<file path="src/rtl/nios_system_mem_bist_pkg.sv">
// Shared definitions for the memory BIST master: FSM states, pattern increment
// and result-counter width.
package nios_system_mem_bist_pkg;

    typedef enum logic [2:0] {
        ST_IDLE,
        ST_WRITE,
        ST_READ,
        ST_DRAIN,
        ST_DONE
    } state_t;

    localparam logic [31:0] GOLDEN_INC = 32'h9E3779B9;
    localparam int unsigned ERR_W      = 16;

endpackage

</file>
<file path="src/rtl/nios_system_mem_bist_pattern.sv">
// Pattern generator: p(0)=seed, p(i+1)=p(i)+golden increment. One instance feeds
// write data, another tracks the expected read-back value.
module nios_system_mem_bist_pattern
    import nios_system_mem_bist_pkg::*;
#(
    parameter int unsigned DATA_W = 32
) (
    input  logic              clk,
    input  logic              reset,
    input  logic              load,
    input  logic [DATA_W-1:0] seed,
    input  logic              step,
    output logic [DATA_W-1:0] value
);

    localparam logic [DATA_W-1:0] INC = DATA_W'(GOLDEN_INC);

    always_ff @(posedge clk) begin
        if (reset) begin
            value <= '0;
        end else if (load) begin
            value <= seed;
        end else if (step) begin
            value <= value + INC;
        end
    end

endmodule

</file>
<file path="src/rtl/nios_system_mem_bist_master.sv">
// Avalon-MM BIST master: writes a pattern over a word range, reads it back with
// pipelined reads and reports pass/fail, mismatch count and first failing address.
module nios_system_mem_bist_master
    import nios_system_mem_bist_pkg::*;
#(
    parameter int unsigned ADDR_W          = 10,
    parameter int unsigned DATA_W          = 32,
    parameter int unsigned MAX_OUTSTANDING = 2
) (
    input  logic                clk,
    input  logic                reset,
    input  logic                start,
    input  logic [ADDR_W-1:0]   base_addr,
    input  logic [ADDR_W:0]     length,
    input  logic [DATA_W-1:0]   seed,
    output logic                busy,
    output logic                done,
    output logic                pass,
    output logic [ERR_W-1:0]    err_count,
    output logic [ADDR_W-1:0]   first_err_addr,
    output logic [ADDR_W+1:0]   avm_address,
    output logic [DATA_W/8-1:0] avm_byteenable,
    output logic                avm_read,
    output logic                avm_write,
    output logic [DATA_W-1:0]   avm_writedata,
    input  logic [DATA_W-1:0]   avm_readdata,
    input  logic                avm_waitrequest,
    input  logic                avm_readdatavalid
);

    localparam int unsigned OUT_W = 3;

    state_t              state;
    logic [ADDR_W-1:0]   base_q;
    logic [ADDR_W:0]     len_q;
    logic [ADDR_W-1:0]   issue_addr;
    logic [ADDR_W-1:0]   cmp_addr;
    logic [ADDR_W:0]     issue_cnt;
    logic [OUT_W-1:0]    outstanding;

    logic                start_accept;
    logic                wr_acc;
    logic                rd_acc;
    logic                rd_valid;
    logic                mismatch;
    logic [ADDR_W:0]     issue_cnt_next;
    logic [OUT_W-1:0]    outstanding_next;
    logic [ERR_W-1:0]    err_next;
    logic [DATA_W-1:0]   expect_data;

    assign avm_address    = {issue_addr, 2'b00};
    assign avm_byteenable = (avm_read || avm_write) ? '1 : '0;

    always_comb begin
        start_accept     = start && (state == ST_IDLE);
        wr_acc           = avm_write && !avm_waitrequest;
        rd_acc           = avm_read && !avm_waitrequest;
        // Data arriving with nothing in flight (e.g. after an aborting reset) is dropped.
        rd_valid         = avm_readdatavalid && (outstanding != '0) &&
                           ((state == ST_READ) || (state == ST_DRAIN));
        issue_cnt_next   = issue_cnt + (ADDR_W+1)'(wr_acc || rd_acc);
        outstanding_next = outstanding + OUT_W'(rd_acc) - OUT_W'(rd_valid);
        mismatch         = rd_valid && (avm_readdata != expect_data);
        err_next         = err_count;
        if (mismatch && (err_count != '1)) begin
            err_next = err_count + ERR_W'(1);
        end
    end

    nios_system_mem_bist_pattern #(.DATA_W(DATA_W)) u_issue_pat (
        .clk   (clk),
        .reset (reset),
        .load  (start_accept),
        .seed  (seed),
        .step  (wr_acc),
        .value (avm_writedata)
    );

    nios_system_mem_bist_pattern #(.DATA_W(DATA_W)) u_cmp_pat (
        .clk   (clk),
        .reset (reset),
        .load  (start_accept),
        .seed  (seed),
        .step  (rd_valid),
        .value (expect_data)
    );

    always_ff @(posedge clk) begin
        if (reset) begin
            state          <= ST_IDLE;
            busy           <= 1'b0;
            done           <= 1'b0;
            pass           <= 1'b0;
            err_count      <= '0;
            first_err_addr <= '0;
            avm_read       <= 1'b0;
            avm_write      <= 1'b0;
            base_q         <= '0;
            len_q          <= '0;
            issue_addr     <= '0;
            cmp_addr       <= '0;
            issue_cnt      <= '0;
            outstanding    <= '0;
        end else begin
            done <= 1'b0;
            case (state)
                ST_IDLE: begin
                    if (start) begin
                        base_q         <= base_addr;
                        len_q          <= length;
                        issue_addr     <= base_addr;
                        cmp_addr       <= base_addr;
                        issue_cnt      <= '0;
                        outstanding    <= '0;
                        err_count      <= '0;
                        first_err_addr <= '0;
                        pass           <= 1'b0;
                        if (length == '0) begin
                            state <= ST_DONE;
                            done  <= 1'b1;
                            pass  <= 1'b1;
                        end else begin
                            state     <= ST_WRITE;
                            busy      <= 1'b1;
                            avm_write <= 1'b1;
                        end
                    end
                end
                ST_WRITE: begin
                    if (wr_acc) begin
                        if (issue_cnt_next == len_q) begin
                            avm_write  <= 1'b0;
                            avm_read   <= 1'b1;
                            state      <= ST_READ;
                            issue_addr <= base_q;
                            issue_cnt  <= '0;
                        end else begin
                            issue_addr <= issue_addr + ADDR_W'(1);
                            issue_cnt  <= issue_cnt_next;
                        end
                    end
                end
                ST_READ: begin
                    outstanding <= outstanding_next;
                    issue_cnt   <= issue_cnt_next;
                    if (rd_acc) begin
                        issue_addr <= issue_addr + ADDR_W'(1);
                    end
                    // Read strobe is registered, so decide it from next-cycle counts.
                    if (issue_cnt_next == len_q) begin
                        avm_read <= 1'b0;
                        state    <= ST_DRAIN;
                    end else begin
                        avm_read <= (outstanding_next < OUT_W'(MAX_OUTSTANDING));
                    end
                end
                ST_DRAIN: begin
                    outstanding <= outstanding_next;
                    if (outstanding_next == '0) begin
                        state <= ST_DONE;
                        done  <= 1'b1;
                        busy  <= 1'b0;
                        pass  <= (err_next == '0);
                    end
                end
                ST_DONE: begin
                    state <= ST_IDLE;
                end
                default: begin
                    state <= ST_IDLE;
                end
            endcase

            if (rd_valid) begin
                cmp_addr  <= cmp_addr + ADDR_W'(1);
                err_count <= err_next;
                if (mismatch && (err_count == '0)) begin
                    first_err_addr <= cmp_addr;
                end
            end
        end
    end

endmodule

</file>
<file path="config.mk">
export PLATFORM = sky130hd
export DESIGN_NAME = nios_system_mem_bist_master
export DESIGN_NICKNAME = d
export VERILOG_FILES = /design/src/rtl/nios_system_mem_bist_pkg.sv /design/src/rtl/nios_system_mem_bist_pattern.sv /design/src/rtl/nios_system_mem_bist_master.sv
export SDC_FILE = /design/constraint.sdc
export NUM_CORES = 1
export LEC_CHECK = 0
export BUFFER_PORTS_ARGS = -buffer_cell sky130_fd_sc_hd__buf_2
export CORE_MARGIN = 4
export CORE_UTILIZATION = 47
export DETAILED_ROUTE_END_ITERATION = 6
export PLACE_DENSITY = 0.72
export SETUP_SLACK_MARGIN = 0.5
export SKIP_CTS_REPAIR_TIMING = 1
export SLEW_MARGIN = 20
export SYNTH_ARGS = -nofsm -noshare
export SYNTH_HDL_FRONTEND = slang
export SYNTH_SLANG_ARGS = --single-unit
</file>
<file path="constraint.sdc">
create_clock -name clk -period 4.1 [get_ports clk]
set_clock_uncertainty 0.15 [all_clocks]
set_input_delay 0 -clock clk [delete_from_list [all_inputs] [get_ports clk]]
set_output_delay 0 -clock clk [all_outputs]
set_load 0.01 [all_outputs]
</file>
==> impl_metrics.ini <==
[hold_path]
hold_depth = 4
hold_path_startpoint = avm_readdatavalid
holdPathEnd = err_count[6]
hold_path.class = in2reg

[global_route]
grt_pass1_vias = 8008
track_usage = 0.2607
globalRouteOverflowTotal = 0
grt_pass1_wl_um = 42790
antenna_found_initial = 0
grt_max_degree = 130

[critical_path]
critPathArrivalTime_ns = 3.56
cp-end-kind = register
rrSetupSlack_ns = 0.67
reg2reg_to = issue_addr[9]
cp.required_ns = 4.24
ff2ff_path_depth = 13
cp-start-kind = register
critPathKind = reg2reg
worstReg2RegStart = avm_write
crit_fanout = 9
startpoint = avm_write

[clock_network]
cts_tree = done
cts_buffer_depth = 2
cts.sinks = 153
clockRootBuffer = clkbuf_16
htreeDepth = 4
path_clk_slew_ns = 0.06
insertion_delay_ns = 0.42
numCtsBuffers = 17

[detailed_routing]
num_vias = 9364
wl_per_cell_um = 18.50
antenna_left = 0
totalWireLength_um = 28710
drt_iter0_markers = 908
drc = 4
dr.pass1.iters = 7
vias_per_cell = 6.034

[timing]
finalMaxSlewViolations = 0
tns_ns = 0
timing.slew.headroom = 0.3820
finalCritPeriodShare = 0.8355
rsz0062_at_grt = false
hold_violations = 0
worst_slew_pin_slew_ns = 0.9200
layout_setup_ws_ns = 0.6746
finalCriticalPeriod_ns = 3.425
finalSetupViolations = 0
fmax_mhz = 291.9

[logic_synthesis]
yosys.cell_count.top_type = dfxtp_1
synth_top_cell_area_share = 0.3528
synth_seq_cells = 153
synth_edf_count = 0
synth.area.top_cells = dfxtp_1 35%, xnor2_1 8.3%, a21oi_1 8.1%, nand2_1 6.1%, o21ai_0 5.1%
synth_warnings = 0
ys_seq_area_frac = 0.3528
yosys.area.top_type = dfxtp_1
ys_types = 68
synth.avg_cell_area_um2 = 7.717
synth_common_cells = 153 x dfxtp_1, 140 x a21oi_1, 140 x nand2_1
synth_flop_cell = dfxtp_1
netlist_area_um2 = 8682
synthArstFlopShare = 0
netlist_instances = 1125

[floorplan]
coreArea_um2 = 18090
die_w_um = 143.9
rows = 49
die-area_um2 = 20710
die_h_um = 143.9
initial_core_util = 0.4800
pin_count = 169

[run_status]
violations = DRC
status = finished with violations

[power_and_ir_drop]
power_density_nw_per_um2 = 494.5
peakVddDrop_mv = 0.3771
power.leakage_nw = 4.194

[layout]
final_util = 0.5999
area_growth_pct = 24.96
final_cells = 1552
drive_above_1_share = 0.1884
layout.nets = 1410

[place]
place_inst = 1461
place_ws_ns = 0.4529
gp_congestion = 0.8769
io_buffers = 166
dp_hpwl_um = 19700

[flow_run]
cap_violations = 0
-- state kept, by name (all words and copies together) (netlist names), 3 cells and up --
register,flops
base_q,10
cmp_addr,10
err_count,16
first_err_addr,10
issue_addr,10
issue_cnt,11
len_q,11
outstanding,3
state,3
u_cmp_pat.value,32
u_issue_pat.value,32
-- worst max-delay path, cell delays in order (launching register included) --
cell and delay, ns:
dfxtp_2 0.34, or2_2 0.33, nor2b_1 0.14, ha_1 0.21, ha_2 0.22, and4_2 0.27, nand2_2 0.11, mux2_2 0.35
mux2i_2 0.21, nor4_4 0.09, buf_4 0.15, and2_2 0.26, a311oi_2 0.28, o221ai_1 0.16
-- worst max path at each step --
stage                          to  slack, ns  cells after the start
finish              issue_addr[9]       0.67                     13
global route             state[0]       0.49                     13
CTS                      state[0]       0.43                     13
detailed placement       state[0]       0.45                     13
global placement         state[0]       0.59                     13
floorplan                    pass       0.51                     16
-- placed cells by master (no fill, tap or decap), drive strengths merged, types with 8 or more instances in the layout --
cell,n
dlygate4sd3,55
nor2,57
o21ai,90
mux2i,8
nor3,37
or3,15
nor4,17
nand4,18
xor2,32
inv,13
buf,189
dfxtp,153
o211ai,10
a31oi,24
a21oi,141
xnor2,82
ha,9
nand2,140
a211oi,14
and3,24
clkbuf,23
nand3,47
-- through the flow --
step / power [mW] / hold WS, ns / instance area [um^2]
finish: 5.365 / 0.08967 / 10850
global route: 5.623 / 0.1228 / 10850
CTS: 5.250 / -0.3381 / 10240
detailed placement: 3.708 / 0.1115 / 9672
global placement: 3.674 / 0.1077 / 9672
floorplan: 3.119 / -0.01404 / 8710
-- where the power goes --
group	switching, mW	leakage (nW)	internal, mW
logic	1.07	2.66	0.710
clock network	0.623	0.277	0.922
registers	0.314	1.26	1.73
total	2.01	4.19	3.36
-- logic make-up (layout without fill, tap and decap cells) --
kind of cell | count (synthesis) | count (layout) | synth area share
xor+xnor | 114 | 114 | 0.1150
mux | 11 | 11 | 0.01311
simple gates | 400 | 400 | 0.2241
compound gates | 344 | 344 | 0.2358
fa+ha+maj | 10 | 10 | 0.01528
flops | 153 | 153 | 0.3528
other cells | 1 | 3 | 0.0004319
buf+inv | 92 | 288 | 0.04352
-- layout make-up --
type / instances / area [um^2]
Tap cell: 229 / 286.5
Clock inverter: 8 / 96.34
Inverter: 13 / 48.80
Fill cell: 1631 / 7237
Antenna cell: 1 / 2.502
Sequential cell: 153 / 3067
Timing Repair Buffer: 244 / 1567
Multi-Input combinational cell: 881 / 5314
Clock buffer: 23 / 467.9
-- layer usage --
layer  vias to the layer above  share of wire  track usage  wire [um]
met1                      4362           0.44       0.3757      12560
met5                         -              0            0          0
met3                        76          0.088      0.04759       2515
met4                         0          0.036      0.09861       1045
met2                       499           0.44       0.3871      12590
li1                       4427              -            -          -
(Power assumes the default switching activity.)
